[src/rtl/tm1638_pkg.sv]
// Shared types and constants for the TM1638 device-side responder.
package tm1638_pkg;

    typedef enum logic [2:0] {
        IDLE,
        CMD,
        WDATA,
        RDATA,
        IGNORE
    } state_t;

    // Command type lives in the top two bits of the first byte of a frame.
    typedef enum logic [1:0] {
        CMD_NONE    = 2'b00,
        CMD_DATA    = 2'b01,
        CMD_DISPLAY = 2'b10,
        CMD_ADDR    = 2'b11
    } cmd_type_t;

    localparam int unsigned FIXED_BIT   = 2;
    localparam int unsigned READ_BIT    = 1;
    localparam int unsigned DISP_ON_BIT = 3;

    localparam int unsigned NUM_GRIDS = 16;
    localparam int unsigned KEY_BYTES = 4;

endpackage

[src/rtl/tm1638_sync_edge.sv]
// Multi-flop synchronizer for one host pin with registered-edge rise/fall pulses.
module tm1638_sync_edge #(
    parameter int unsigned SYNC_STAGES = 2
) (
    input  logic clock,
    input  logic reset,
    input  logic pin,
    output logic level,
    output logic rise,
    output logic fall
);

    logic [SYNC_STAGES-1:0] sync;
    logic                   prev;

    // Pins idle high, so reset to 1 to avoid a spurious edge after release.
    always_ff @(posedge clock or negedge reset) begin
        if (!reset) begin
            sync <= '1;
            prev <= 1'b1;
        end else begin
            sync <= {sync[SYNC_STAGES-2:0], pin};
            prev <= sync[SYNC_STAGES-1];
        end
    end

    assign level = sync[SYNC_STAGES-1];
    assign rise  = level & ~prev;
    assign fall  = ~level & prev;

endmodule

[src/rtl/tm1638_responder.sv]
// TM1638 chip-end emulation: decodes host frames into display RAM/control and
// returns the key-scan image on DIO during read frames.
module tm1638_responder
    import tm1638_pkg::*;
#(
    parameter int unsigned SYNC_STAGES = 2
) (
    input  logic                   clock,
    input  logic                   reset,
    input  logic                   tm_strobe,
    input  logic                   tm_clock,
    input  logic                   tm_dio_in,
    output logic                   tm_dio_out,
    output logic                   tm_dio_oe,
    input  logic [KEY_BYTES*8-1:0] keys_in,
    output logic [NUM_GRIDS*8-1:0] disp_ram,
    output logic                   display_on,
    output logic [2:0]             brightness,
    output logic                   frame_done,
    output logic                   proto_error
);

    logic stb_level, stb_rise, stb_fall;
    logic clk_level, clk_rise, clk_fall;
    logic dio_level, dio_rise, dio_fall;
    logic [2:0] unused_edges;

    tm1638_sync_edge #(.SYNC_STAGES(SYNC_STAGES)) u_sync_stb (
        .clock(clock), .reset(reset), .pin(tm_strobe),
        .level(stb_level), .rise(stb_rise), .fall(stb_fall)
    );
    tm1638_sync_edge #(.SYNC_STAGES(SYNC_STAGES)) u_sync_clk (
        .clock(clock), .reset(reset), .pin(tm_clock),
        .level(clk_level), .rise(clk_rise), .fall(clk_fall)
    );
    tm1638_sync_edge #(.SYNC_STAGES(SYNC_STAGES)) u_sync_dio (
        .clock(clock), .reset(reset), .pin(tm_dio_in),
        .level(dio_level), .rise(dio_rise), .fall(dio_fall)
    );
    assign unused_edges = {clk_level, dio_rise, dio_fall};

    state_t                 state, state_n;
    logic [2:0]             bit_cnt, bit_cnt_n;
    logic [7:0]             shift, shift_n;
    logic [3:0]             addr, addr_n;
    logic                   fixed, fixed_n;
    logic [NUM_GRIDS*8-1:0] disp_ram_n;
    logic                   display_on_n;
    logic [2:0]             brightness_n;
    logic [KEY_BYTES*8-1:0] rd_shift, rd_shift_n;
    logic [5:0]             rd_cnt, rd_cnt_n;
    logic                   dio_out_n, dio_oe_n;
    logic                   frame_done_n, proto_error_n;
    logic [7:0]             new_byte;
    logic                   bit_edge, drive_edge;

    // LSB first: each new bit enters at the top, so after 8 bits bit 0 is the first one.
    assign new_byte   = {dio_level, shift[7:1]};
    assign bit_edge   = clk_rise & ~stb_level;
    assign drive_edge = clk_fall & ~stb_level;

    always_comb begin
        state_n       = state;
        bit_cnt_n     = bit_cnt;
        shift_n       = shift;
        addr_n        = addr;
        fixed_n       = fixed;
        disp_ram_n    = disp_ram;
        display_on_n  = display_on;
        brightness_n  = brightness;
        rd_shift_n    = rd_shift;
        rd_cnt_n      = rd_cnt;
        dio_out_n     = tm_dio_out;
        dio_oe_n      = tm_dio_oe;
        frame_done_n  = 1'b0;
        proto_error_n = 1'b0;

        if (stb_rise) begin
            state_n      = IDLE;
            bit_cnt_n    = '0;
            dio_oe_n     = 1'b0;
            dio_out_n    = 1'b1;
            frame_done_n = 1'b1;
            if (bit_cnt != 3'd0 && (state == CMD || state == WDATA))
                proto_error_n = 1'b1;
        end else begin
            case (state)
                IDLE: begin
                    if (stb_fall) begin
                        state_n   = CMD;
                        bit_cnt_n = '0;
                    end
                end
                CMD, WDATA: begin
                    if (bit_edge) begin
                        shift_n   = new_byte;
                        bit_cnt_n = bit_cnt + 3'd1;
                        if (bit_cnt == 3'd7) begin
                            if (state == WDATA) begin
                                disp_ram_n[{addr, 3'b000} +: 8] = new_byte;
                                if (!fixed)
                                    addr_n = addr + 4'd1;
                            end else begin
                                case (cmd_type_t'(new_byte[7:6]))
                                    CMD_DATA: begin
                                        fixed_n = new_byte[FIXED_BIT];
                                        if (new_byte[READ_BIT]) begin
                                            state_n    = RDATA;
                                            rd_shift_n = keys_in;
                                            rd_cnt_n   = '0;
                                        end else begin
                                            state_n = IGNORE;
                                        end
                                    end
                                    CMD_ADDR: begin
                                        addr_n  = new_byte[3:0];
                                        state_n = WDATA;
                                    end
                                    CMD_DISPLAY: begin
                                        display_on_n = new_byte[DISP_ON_BIT];
                                        brightness_n = new_byte[2:0];
                                        state_n      = IGNORE;
                                    end
                                    default: state_n = IGNORE;
                                endcase
                            end
                        end
                    end
                end
                RDATA: begin
                    if (drive_edge) begin
                        if (rd_cnt < 6'(KEY_BYTES * 8)) begin
                            dio_oe_n   = 1'b1;
                            dio_out_n  = rd_shift[0];
                            rd_shift_n = {1'b0, rd_shift[KEY_BYTES*8-1:1]};
                            rd_cnt_n   = rd_cnt + 6'd1;
                        end else begin
                            dio_oe_n = 1'b0;
                        end
                    end
                end
                default: ;
            endcase
        end
    end

    always_ff @(posedge clock or negedge reset) begin
        if (!reset) begin
            state       <= IDLE;
            bit_cnt     <= '0;
            shift       <= '0;
            addr        <= '0;
            fixed       <= 1'b0;
            disp_ram    <= '0;
            display_on  <= 1'b0;
            brightness  <= '0;
            rd_shift    <= '0;
            rd_cnt      <= '0;
            tm_dio_out  <= 1'b1;
            tm_dio_oe   <= 1'b0;
            frame_done  <= 1'b0;
            proto_error <= 1'b0;
        end else begin
            state       <= state_n;
            bit_cnt     <= bit_cnt_n;
            shift       <= shift_n;
            addr        <= addr_n;
            fixed       <= fixed_n;
            disp_ram    <= disp_ram_n;
            display_on  <= display_on_n;
            brightness  <= brightness_n;
            rd_shift    <= rd_shift_n;
            rd_cnt      <= rd_cnt_n;
            tm_dio_out  <= dio_out_n;
            tm_dio_oe   <= dio_oe_n;
            frame_done  <= frame_done_n;
            proto_error <= proto_error_n;
        end
    end

endmodule

[config.mk]
export PLATFORM = sky130hd
export DESIGN_NAME = tm1638_responder
export DESIGN_NICKNAME = d
export VERILOG_FILES = /design/src/rtl/tm1638_pkg.sv /design/src/rtl/tm1638_sync_edge.sv /design/src/rtl/tm1638_responder.sv
export SDC_FILE = /design/constraint.sdc
export NUM_CORES = 1
export LEC_CHECK = 0
export CAP_MARGIN = 40
export CORE_MARGIN = 4
export CORE_UTILIZATION = 50
export DETAILED_ROUTE_END_ITERATION = 8
export PLACE_DENSITY = 0.78
export SLEW_MARGIN = 20
export SYNTH_ARGS = -nofsm -noshare
export SYNTH_HDL_FRONTEND = slang
export SYNTH_SLANG_ARGS = --single-unit
[constraint.sdc]
create_clock -name clock -period 6.9 [get_ports clock]
set_clock_uncertainty 0.1 [all_clocks]
set_input_delay 0.69 -clock clock [delete_from_list [all_inputs] [get_ports clock]]
set_output_delay 0.69 -clock clock [all_outputs]
set_load 0.1 [all_outputs]
# [Yosys cells after proc, flatten, opt, wreduce, memory -nomap -nowiden]
# Cells that the tools add are included.
[word_totals] word_cells=121 reg_bits=201
[op_classes] mux=43 n_addsub=4 n_reduce_logical=21 bitwise_logic=12 shifts=2 n_eq_ne=19 n_lt_le_gt_ge=1
[op_table] op="$mux 32" n=7
[op_table] op="$bwmux 128" n=1
[op_table] op="$shift 8x9->128 const A" n=1
[op_table] op="$shiftx 8x9->128" n=1
[op_table] op="$pmux 32 s2" n=1
[op_table] op="$mux 6" n=7
[op_table] op="$mux 3" n=9
[op_table] op="$pmux 3 s2" n=3
[op_table] op="$reduce_and 6->1" n=3
[op_table] op="$ne 2x2->1 const B" n=8
[op_table] op="$mux 4" n=3
[op_table] op="$ne 3x3->1 const B" n=4
[op_table] op="$pmux 6 s2" n=1
[op_table] op="$mux 1" n=11
[op_table] op="$reduce_and 5->1" n=2
[op_table] op="$reduce_bool 2->1" n=5
[op_table] op="$neg 7->9" n=1
[op_table] op="$reduce_and 3->1" n=3
[op_table] op="$reduce_and 9->1" n=1
[op_table] op="$add 6x1->6 const B" n=1
[op_table] op="$and 1x1->1" n=6
[op_table] op="$eq 3x2->1 const B" n=2
[op_table] op="$lt 6x6->1 const B" n=1
[op_table] op="$not 1->1" n=6
[op_table] op="other kinds (12)" n=14

# [Depth between registers and ports, before layout]
# Gate-level depths: netlist (run 1).
[logic_depth] word_depth=7 depth_mapped=7 depth_no_buf=6

# [By module]
# From an unflattened synthesis (run 1), not the netlist that was laid out.
[unflattened] hier_cells=657 hier_area_um2=8719.6
[by_module_without_submodules] module="tm1638_responder" area_per_inst_um2=8438.1 n_inst=1 cells_each=642
[by_module_without_submodules] module="tm1638_sync_edge" area_per_inst_um2=93.8 n_inst=3 cells_each=5

# [Worst setup path after synthesis (run 1)]
# OpenSTA, ideal clock, no wires.
[synth_timing] kind="register to register" startpoint="reg bit_cnt[0]" endpoint="reg disp_ram[16]" path_buffers=0 path_slack_ns=4.541 path_stages_with_launch=7 arrival_ns=2.134 setup_time_ns=0.125 required_ns=6.675 cell_sequence="dfrtp_1 ha_1 ha_1 nand4bb_1 nor4b_4 a21boi_4 mux2_2"
[synth_via] elab_chain_cells=2
[synth_rtl] item="start: declaration" line_no="tm1638_responder.sv:43" source="logic [2:0] bit_cnt, bit_cnt_n;"
[synth_rtl] item="start signal: assignment" line_no="tm1638_responder.sv:165" source="bit_cnt <= bit_cnt_n;"
[synth_rtl] item="$eq 3x3->1" line_no="tm1638_responder.sv:98" source="if (bit_cnt == 3'd7) begin"
[synth_rtl] item="$reduce_and 5->1 (no source line)"
[synth_rtl] item="end signal: assignment" line_no="tm1638_responder.sv:169" source="disp_ram <= disp_ram_n;"
[synth_rtl] item="end: declaration" line_no="tm1638_responder.sv:16" source="output logic [NUM_GRIDS*8-1:0] disp_ram,"
# Every way passes these cells.
# A chain may end at the register's enable or synchronous reset.

# [Worst setup path in the final report (run 1)]
[layout_timing] startpoint="reg addr[0]" endpoint="reg disp_ram[27]"
[layout_via] elab_chain_cells=3 elab_cells_between_ends=4 classes_between="add/sub: 1; shift: 2; mux: 1"
[layout_rtl] item="start: declaration" line_no="tm1638_responder.sv:45" source="logic [3:0] addr, addr_n;"
[layout_rtl] item="start signal: assignment" line_no="tm1638_responder.sv:167" source="addr <= addr_n;"
[layout_rtl] item="$neg 7->9 (*)" line_no="tm1638_responder.sv:100" source="disp_ram_n[{addr, 3'b000} +: 8] = new_byte;"
[layout_rtl] item="$shiftx 8x9->128 or $shift 8x9->128 (tied branches)" line_no="tm1638_responder.sv:100"
[layout_rtl] item="$bwmux 128 (*)" line_no="tm1638_responder.sv:100"
# Mark *: on every way between the ends. The rest lies on a longest branch, timed or not.

==> metrics.txt, run 1 <==
# TYPE chip_impl_metric gauge
chip_impl_metric{name="post_synthesis_async_set_or_reset_flop_share",unit="%"} 100
chip_impl_metric{name="drive_gt1_share",unit="%"} 41.4
chip_impl_metric{name="post-route-period-util",unit="%"} 48.6
chip_impl_metric{name="worst-slew-pin-transition",unit="ns"} 0.823
chip_impl_metric{name="gp_congestion",unit=""} 0.835
chip_impl_metric{name="dieArea",unit="sq mm"} 0.0197
chip_impl_metric{name="ctsResizeCount",unit=""} 0
chip_impl_info{name="layout.cells.most_common_list",value="sky130_fd_sc_hd__dfrtp_1 (191), sky130_fd_sc_hd__mux2_2 (184), sky130_fd_sc_hd__clkdlybuf4s50_1 (171), sky130_fd_sc_hd__buf_8 (114), sky130_fd_sc_hd__o21ai_0 (42)"} 1
chip_impl_metric{name="initial_core_util",unit="%"} 51.0
chip_impl_info{name="most_frequent_standard_cell_in_the_layout_excluding_fill_and_tap_cells",value="sky130_fd_sc_hd__dfrtp_1"} 1
chip_impl_metric{name="cts-htree-levels",unit=""} 4
chip_impl_metric{name="cts.hold.buffers_added",unit=""} 0
chip_impl_metric{name="diodes",unit=""} 0
chip_impl_metric{name="route.vias.total",unit=""} 6638
chip_impl_metric{name="power.ir.vdd_worst",unit="mV"} 0.156
chip_impl_info{name="rsz_0062_raised_after_global_routing",value="false"} 1
chip_impl_metric{name="slew_headroom",unit="%"} 44.7
chip_impl_info{name="ys_dominant_reg_cell",value="sky130_fd_sc_hd__dfrtp_1"} 1
chip_impl_info{name="root_buffer_cell",value="sky130_fd_sc_hd__clkbuf_16"} 1
chip_impl_metric{name="grtUsageTotal",unit="%"} 26.4
chip_impl_metric{name="power_leakage",unit="nW"} 6.36
chip_impl_metric{name="postCtsSetupRepairBufs",unit=""} 0
chip_impl_metric{name="finalSetupViolCount",unit=""} 0
chip_impl_metric{name="maximum_root_to_sink_buffer_count",unit=""} 2
chip_impl_metric{name="synthDistinctLibCells",unit=""} 58
chip_impl_metric{name="drv_cap",unit=""} 0
chip_impl_metric{name="design.final.nets",unit=""} 997
chip_impl_metric{name="synth-warning-count",unit=""} 0
chip_impl_metric{name="die_w",unit="um"} 141
chip_impl_metric{name="syn-cell-area",unit="sq mm"} 0.00878
chip_impl_metric{name="worst_skew_pair.late_latency",unit="ns"} 0.43
chip_impl_info{name="class_of_the_most_critical_hold_timing_path",value="primary input to asynchronous set/reset pin"} 1
chip_impl_metric{name="cts-buffers-inserted",unit=""} 17
chip_impl_metric{name="post_drt_via_cell_ratio",unit=""} 5.58
chip_impl_metric{name="finalCoreUtilization",unit="%"} 79.5
chip_impl_info{name="category_of_the_worst_setup_path_launch_point",value="flip-flop"} 1
chip_impl_metric{name="critPathArrivalTime",unit="ns"} 3.58
chip_impl_metric{name="fill_cells",unit=""} 868
chip_impl_metric{name="synth_edf_count",unit=""} 0
chip_impl_info{name="criticalPathCategory",value="flip-flop to flip-flop"} 1
chip_impl_metric{name="synth.yosys.seq_area_share",unit="%"} 57.1
chip_impl_metric{name="p_r_area_growth_vs_syn",unit="%"} 56.0
chip_impl_metric{name="place_hpwl",unit="mm"} 18.4
chip_impl_metric{name="required",unit="ns"} 7.13
chip_impl_metric{name="ant_nets",unit=""} 0
chip_impl_metric{name="critical_path.max_fanout",unit=""} 19
chip_impl_metric{name="hold_viol_final",unit=""} 0
chip_impl_metric{name="max_slew_violations",unit=""} 0
chip_impl_metric{name="routed_wirelength",unit="mm"} 25.6
chip_impl_metric{name="grt_pass1_vias",unit=""} 7276
chip_impl_metric{name="syn_nets",unit=""} 686
chip_impl_info{name="outcome",value="completed"} 1
chip_impl_metric{name="die_h",unit="um"} 141
chip_impl_metric{name="power.density_cell_area",unit="mW/mm^2"} 171
chip_impl_metric{name="grt_antenna_before_repair",unit=""} 0
chip_impl_metric{name="synthCells",unit=""} 640
chip_impl_metric{name="io_buffers",unit=""} 172
chip_impl_metric{name="fin_tns_setup",unit="ns"} 0
chip_impl_metric{name="post-route-min-period",unit="ns"} 3.35
chip_impl_metric{name="globalRouteOverflowTotal",unit=""} 0
chip_impl_info{name="cts_tree",value="done"} 1
chip_impl_metric{name="top_level_ports",unit=""} 173
chip_impl_metric{name="grt_pass1_wl",unit="mm"} 40.9
chip_impl_metric{name="clk_pin_slew",unit="ns"} 0.08
chip_impl_metric{name="firstDrtPassIters",unit=""} 7
chip_impl_metric{name="fmax",unit="GHz"} 0.298
chip_impl_metric{name="drt_first_iter_violations",unit=""} 449
chip_impl_metric{name="mean_post_synth_cell_area",unit="sq um"} 13.7
chip_impl_metric{name="grt_max_degree",unit=""} 79
chip_impl_metric{name="drc",unit=""} 0
chip_impl_info{name="critPathCaptureType",value="flip-flop"} 1
chip_impl_metric{name="wire_per_inst",unit="um"} 21.5
chip_impl_metric{name="synth-seq-cells",unit=""} 200
chip_impl_metric{name="fp.coreArea",unit="sq mm"} 0.0172
chip_impl_metric{name="clock_sink_count",unit=""} 200
chip_impl_metric{name="rows",unit=""} 48
[synth_stat cells, drive strengths merged, types with 2 or more instances]
| master | instances | area share [%] |
|---|---|---|
| o22ai | 2 | 0.14 |
| nor2b | 2 | 0.14 |
| or3b | 3 | 0.30 |
| and2 | 25 | 1.8 |
| ha | 9 | 1.3 |
| nor3b | 2 | 0.30 |
| o21ai | 42 | 2.4 |
| a22o | 2 | 0.20 |
| nor4 | 2 | 0.38 |
| a21boi | 2 | 0.43 |
| xnor2 | 3 | 0.30 |
| buf | 11 | 0.68 |
| o2bb2ai | 2 | 0.20 |
| and3 | 12 | 0.87 |
| clkbuf | 15 | 0.66 |
| nand3 | 10 | 0.80 |
| nand2b | 9 | 0.64 |
| nand2 | 17 | 0.76 |
| nor3 | 5 | 0.28 |
| nand4 | 7 | 0.78 |
| a31oi | 8 | 0.57 |
| mux2 | 185 | 24 |
| dfrtp | 191 | 54 |
| nand4b | 4 | 0.40 |
| a21oi | 8 | 0.58 |
| xor2 | 2 | 0.20 |
| or2 | 6 | 0.43 |
| nand4bb | 2 | 0.26 |
| dfstp | 9 | 2.7 |
| nor2 | 9 | 0.38 |
| a221o | 2 | 0.23 |
| mux2i | 6 | 0.68 |
| inv | 12 | 0.51 |
[sequential cells by signal, summed over array words and instances (netlist names), 2 cells and up]
register	flops
u_sync_dio.sync	2
u_sync_clk.sync	2
disp_ram	128
brightness	3
state	3
addr	4
rd_shift	32
shift	7
bit_cnt	3
rd_cnt	6
u_sync_stb.sync	2
[power breakdown]
group          switching, mW  internal [mW]
logic                 0.0631         0.0588
clock network          0.462          0.521
registers             0.0480           1.19
total                  0.573           1.77
[per-layer routing]
metal	track usage, %	share of wire, %
met3	3.76	4.4
met4	9.99	3.2
met5	0	0
met2	48.6	56
met1	31.3	37
[critical path, cell delays in order, from the launching register on]
cell                       delay, ns
sky130_fd_sc_hd__dfrtp_1        0.76
sky130_fd_sc_hd__inv_1          0.15
sky130_fd_sc_hd__ha_1           0.30
sky130_fd_sc_hd__xnor2_1        0.40
sky130_fd_sc_hd__nand4b_1       0.66
sky130_fd_sc_hd__or2_2          0.61
sky130_fd_sc_hd__o21ai_0        0.26
[worst paths after layout]
kind                                              start                      endpoint  slack, ns  cells past startpoint
max                                 addr[0]$_DFFE_PN0P_      disp_ram[27]$_DFFE_PN0P_       3.55                      6
min                                               reset      rd_shift[12]$_DFFE_PN0P_       0.19                      1
max reg2reg                         addr[0]$_DFFE_PN0P_      disp_ram[27]$_DFFE_PN0P_       3.55                      6
min reg2reg                u_sync_stb.sync[0]$_DFF_PN1_  u_sync_stb.sync[1]$_DFF_PN1_       0.26                      0
max in group asynchronous                         reset      disp_ram[83]$_DFFE_PN0P_       5.08                      4
min in group clock         u_sync_stb.sync[0]$_DFF_PN1_  u_sync_stb.sync[1]$_DFF_PN1_       0.26                      0
[cells by family after synthesis]
| family | synth area share (%) |
|---|---|
| DFF | 57.1 |
| muxes | 24.4 |
| and+or+nand+nor | 9.55 |
| AOI/OAI and AO/OA | 5.30 |
| buffers and inverters | 1.85 |
| adders and majority gates | 1.28 |
| xor gates and xnor gates | 0.499 |
[through the flow]
step / hold slack (ns) / std cells / setup WS, ns / power (mW) / area (sq um)
final: 0.188 / 1189 / 3.55 / 2.34 / 13700
after global placement: 0.246 / 1015 / 3.99 / 1.36 / 10700
after detailed placement: 0.247 / 1156 / 3.82 / 1.38 / 13100
after CTS: 0.204 / 1188 / 3.69 / 2.35 / 13700
after global routing: 0.226 / 1189 / 3.34 / 2.42 / 13700
after floorplan: 0.245 / 640 / 4.54 / 1.29 / 8780
[cell type report]
cell class | count | area [sq um] | share of cell area, %
clock buffers | 19 | 443 | 3.23
well taps | 225 | 282 | 2.06
flip-flops and latches | 200 | 5020 | 36.6
inverters | 12 | 45.0 | 0.329
multi-input cells | 402 | 3600 | 26.3
clock inverters | 13 | 138 | 1.00
repair buffers | 318 | 4170 | 30.4
No activity file was read; power rests on OpenSTA's default activity.
==> run 2: changes to the inputs <==
CORE_UTILIZATION = 47   (was 50)
PLACE_DENSITY = 0.77   (was 0.78)
clock period = 2.72 ns   (was 6.9 ns; I/O delays follow)
==> metrics.txt, run 2 (synthesis results as in run 1) <==
# TYPE chip_impl_metric gauge
chip_impl_metric{name="power_leakage",unit="nW"} 5.62
chip_impl_metric{name="route.vias.total",unit=""} 5879
chip_impl_info{name="outcome",value="completed"} 1
chip_impl_metric{name="critical_path.max_fanout",unit=""} 10
chip_impl_metric{name="cts.hold.buffers_added",unit=""} 1
chip_impl_metric{name="post_drt_via_cell_ratio",unit=""} 5.49
chip_impl_info{name="layout.cells.most_common_list",value="sky130_fd_sc_hd__dfrtp_1 (191), sky130_fd_sc_hd__mux2_2 (184), sky130_fd_sc_hd__buf_4 (157), sky130_fd_sc_hd__o21ai_0 (42), sky130_fd_sc_hd__clkdlybuf4s50_1 (35)"} 1
chip_impl_metric{name="clk_pin_slew",unit="ns"} 0.07
chip_impl_info{name="largest_register",value="disp_ram"} 1
chip_impl_metric{name="power.ir.vdd_worst",unit="mV"} 0.446
chip_impl_info{name="top_regs",value="disp_ram (128), rd_shift (32), shift (7)"} 1
chip_impl_metric{name="top_level_ports",unit=""} 173
chip_impl_info{name="most_frequent_standard_cell_in_the_layout_excluding_fill_and_tap_cells",value="sky130_fd_sc_hd__dfrtp_1"} 1
chip_impl_metric{name="fin_tns_setup",unit="ns"} 0
chip_impl_metric{name="drt_first_iter_violations",unit=""} 344
chip_impl_metric{name="postCtsSetupRepairBufs",unit=""} 0
chip_impl_metric{name="fp.coreArea",unit="sq mm"} 0.0181
chip_impl_metric{name="firstDrtPassIters",unit=""} 4
chip_impl_metric{name="grt_max_degree",unit=""} 83
chip_impl_metric{name="post-route-min-period",unit="ns"} 2.49
chip_impl_metric{name="cts-buffers-inserted",unit=""} 17
chip_impl_metric{name="gp_congestion",unit=""} 0.833
chip_impl_metric{name="fmax",unit="GHz"} 0.402
chip_impl_metric{name="drv_cap",unit=""} 0
chip_impl_info{name="critPathCaptureType",value="flip-flop"} 1
chip_impl_info{name="rsz_0062_raised_after_global_routing",value="false"} 1
chip_impl_metric{name="p_r_area_growth_vs_syn",unit="%"} 26.4
chip_impl_metric{name="drive_gt1_share",unit="%"} 49.0
chip_impl_metric{name="routed_wirelength",unit="mm"} 20.8
chip_impl_metric{name="post-route-period-util",unit="%"} 91.5
chip_impl_metric{name="globalRouteOverflowTotal",unit=""} 0
chip_impl_metric{name="ctsResizeCount",unit=""} 0
chip_impl_metric{name="slew_headroom",unit="%"} 50.6
chip_impl_metric{name="finalSetupViolCount",unit=""} 0
chip_impl_metric{name="detailedPlace.worstSlack",unit="ns"} 0.250
chip_impl_metric{name="cts-htree-levels",unit=""} 4
chip_impl_metric{name="grt_antenna_before_repair",unit=""} 0
chip_impl_metric{name="grt_pass1_vias",unit=""} 6153
chip_impl_metric{name="place_hpwl",unit="mm"} 14.8
chip_impl_info{name="cts_tree",value="done"} 1
chip_impl_metric{name="max_slew_violations",unit=""} 0
chip_impl_info{name="class_of_the_most_critical_hold_timing_path",value="primary input to flip-flop"} 1
chip_impl_metric{name="power.density_cell_area",unit="mW/mm^2"} 522
chip_impl_metric{name="critPathArrivalTime",unit="ns"} 2.73
chip_impl_metric{name="die_h",unit="um"} 145
chip_impl_info{name="category_of_the_worst_setup_path_launch_point",value="flip-flop"} 1
chip_impl_metric{name="hold_viol_final",unit=""} 0
chip_impl_metric{name="worst_skew_pair.late_latency",unit="ns"} 0.43
chip_impl_metric{name="grtUsageTotal",unit="%"} 20.2
chip_impl_metric{name="rows",unit=""} 49
chip_impl_metric{name="dieArea",unit="sq mm"} 0.0209
chip_impl_metric{name="die_w",unit="um"} 145
chip_impl_info{name="root_buffer_cell",value="sky130_fd_sc_hd__clkbuf_16"} 1
chip_impl_metric{name="diodes",unit=""} 0
chip_impl_metric{name="holdWs",unit="ns"} 0.149
chip_impl_metric{name="clock_sink_count",unit=""} 200
chip_impl_metric{name="worst-slew-pin-transition",unit="ns"} 0.741
chip_impl_metric{name="grt_pass1_wl",unit="mm"} 32.8
chip_impl_metric{name="design.final.nets",unit=""} 876
chip_impl_metric{name="drc",unit=""} 0
chip_impl_metric{name="flip_flop_count_of_the_largest_register_all_copies_and_words_added",unit=""} 128
chip_impl_metric{name="initial_core_util",unit="%"} 48.4
chip_impl_metric{name="io_buffers",unit=""} 172
chip_impl_metric{name="ant_nets",unit=""} 0
chip_impl_info{name="criticalPathCategory",value="flip-flop to flip-flop"} 1
chip_impl_metric{name="setup_slack",unit="ns"} 0.231
chip_impl_metric{name="wire_per_inst",unit="um"} 19.5
chip_impl_metric{name="required",unit="ns"} 2.96
chip_impl_metric{name="maximum_root_to_sink_buffer_count",unit=""} 2
## run 2: metrics by stage
| step | std cells | total power [mW] | area [sq um] | utilization [%] |
|---|---|---|---|---|
| 3_3_place_gp | 1039 | 3.48 | 10600 | 58.2 |
| 4_1_cts | 1070 | 5.84 | 11100 | 61.2 |
| 6_report | 1070 | 5.79 | 11100 | 61.2 |
| 3_5_place_dp | 1039 | 3.49 | 10600 | 58.2 |
| 2_1_floorplan | 640 | 3.27 | 8780 | - |
| 5_1_grt | 1070 | 6.01 | 11100 | 61.2 |
## run 2: power by group
part / switching [mW] / internal [mW]
logic: 0.192 / 0.147
clock network: 1.16 / 1.19
registers: 0.0810 / 3.02
## run 2: layout make-up
type	count	area, sq um
clock buffers	17	425
clock inverters	13	114
fillers	1380	7040
inverters	12	45.0
multi-input cells	402	3600
flip-flops and latches	200	5020
well taps	229	287
repair buffers	197	1610
## run 2: per-layer routing
metal	part of all wire, %	global-route usage [%]	wire (um)
met1	42	26.0	8750
met2	51	34.7	10600
met3	5.5	4.14	1150
met4	1.8	5.69	375
met5	0	0	0
## run 2: worst max-delay path: stages (launching register included)
cell	delay (ns)
sky130_fd_sc_hd__dfrtp_1	0.52
sky130_fd_sc_hd__inv_1	0.11
sky130_fd_sc_hd__ha_1	0.27
sky130_fd_sc_hd__xnor2_1	0.39
sky130_fd_sc_hd__nand4b_1	0.35
sky130_fd_sc_hd__or2_2	0.45
sky130_fd_sc_hd__o21ai_0	0.19
## run 2: worst paths after layout
kind,start,endpoint,slack [ns],cells after the start
worst max-delay path,addr[1]$_DFFE_PN0P_,disp_ram[25]$_DFFE_PN0P_,0.23,6
min in group asynchronous,reset,disp_ram[109]$_DFFE_PN0P_,0.34,2
worst min-delay path,tm_dio_in,u_sync_dio.sync[0]$_DFF_PN1_,0.15,1
max in group asynchronous,reset,tm_dio_out$_DFFE_PN1P_,1.37,3
worst max register to register,addr[1]$_DFFE_PN0P_,disp_ram[25]$_DFFE_PN0P_,0.23,6
worst min register to register,u_sync_dio.sync[0]$_DFF_PN1_,u_sync_dio.sync[1]$_DFF_PN1_,0.26,0
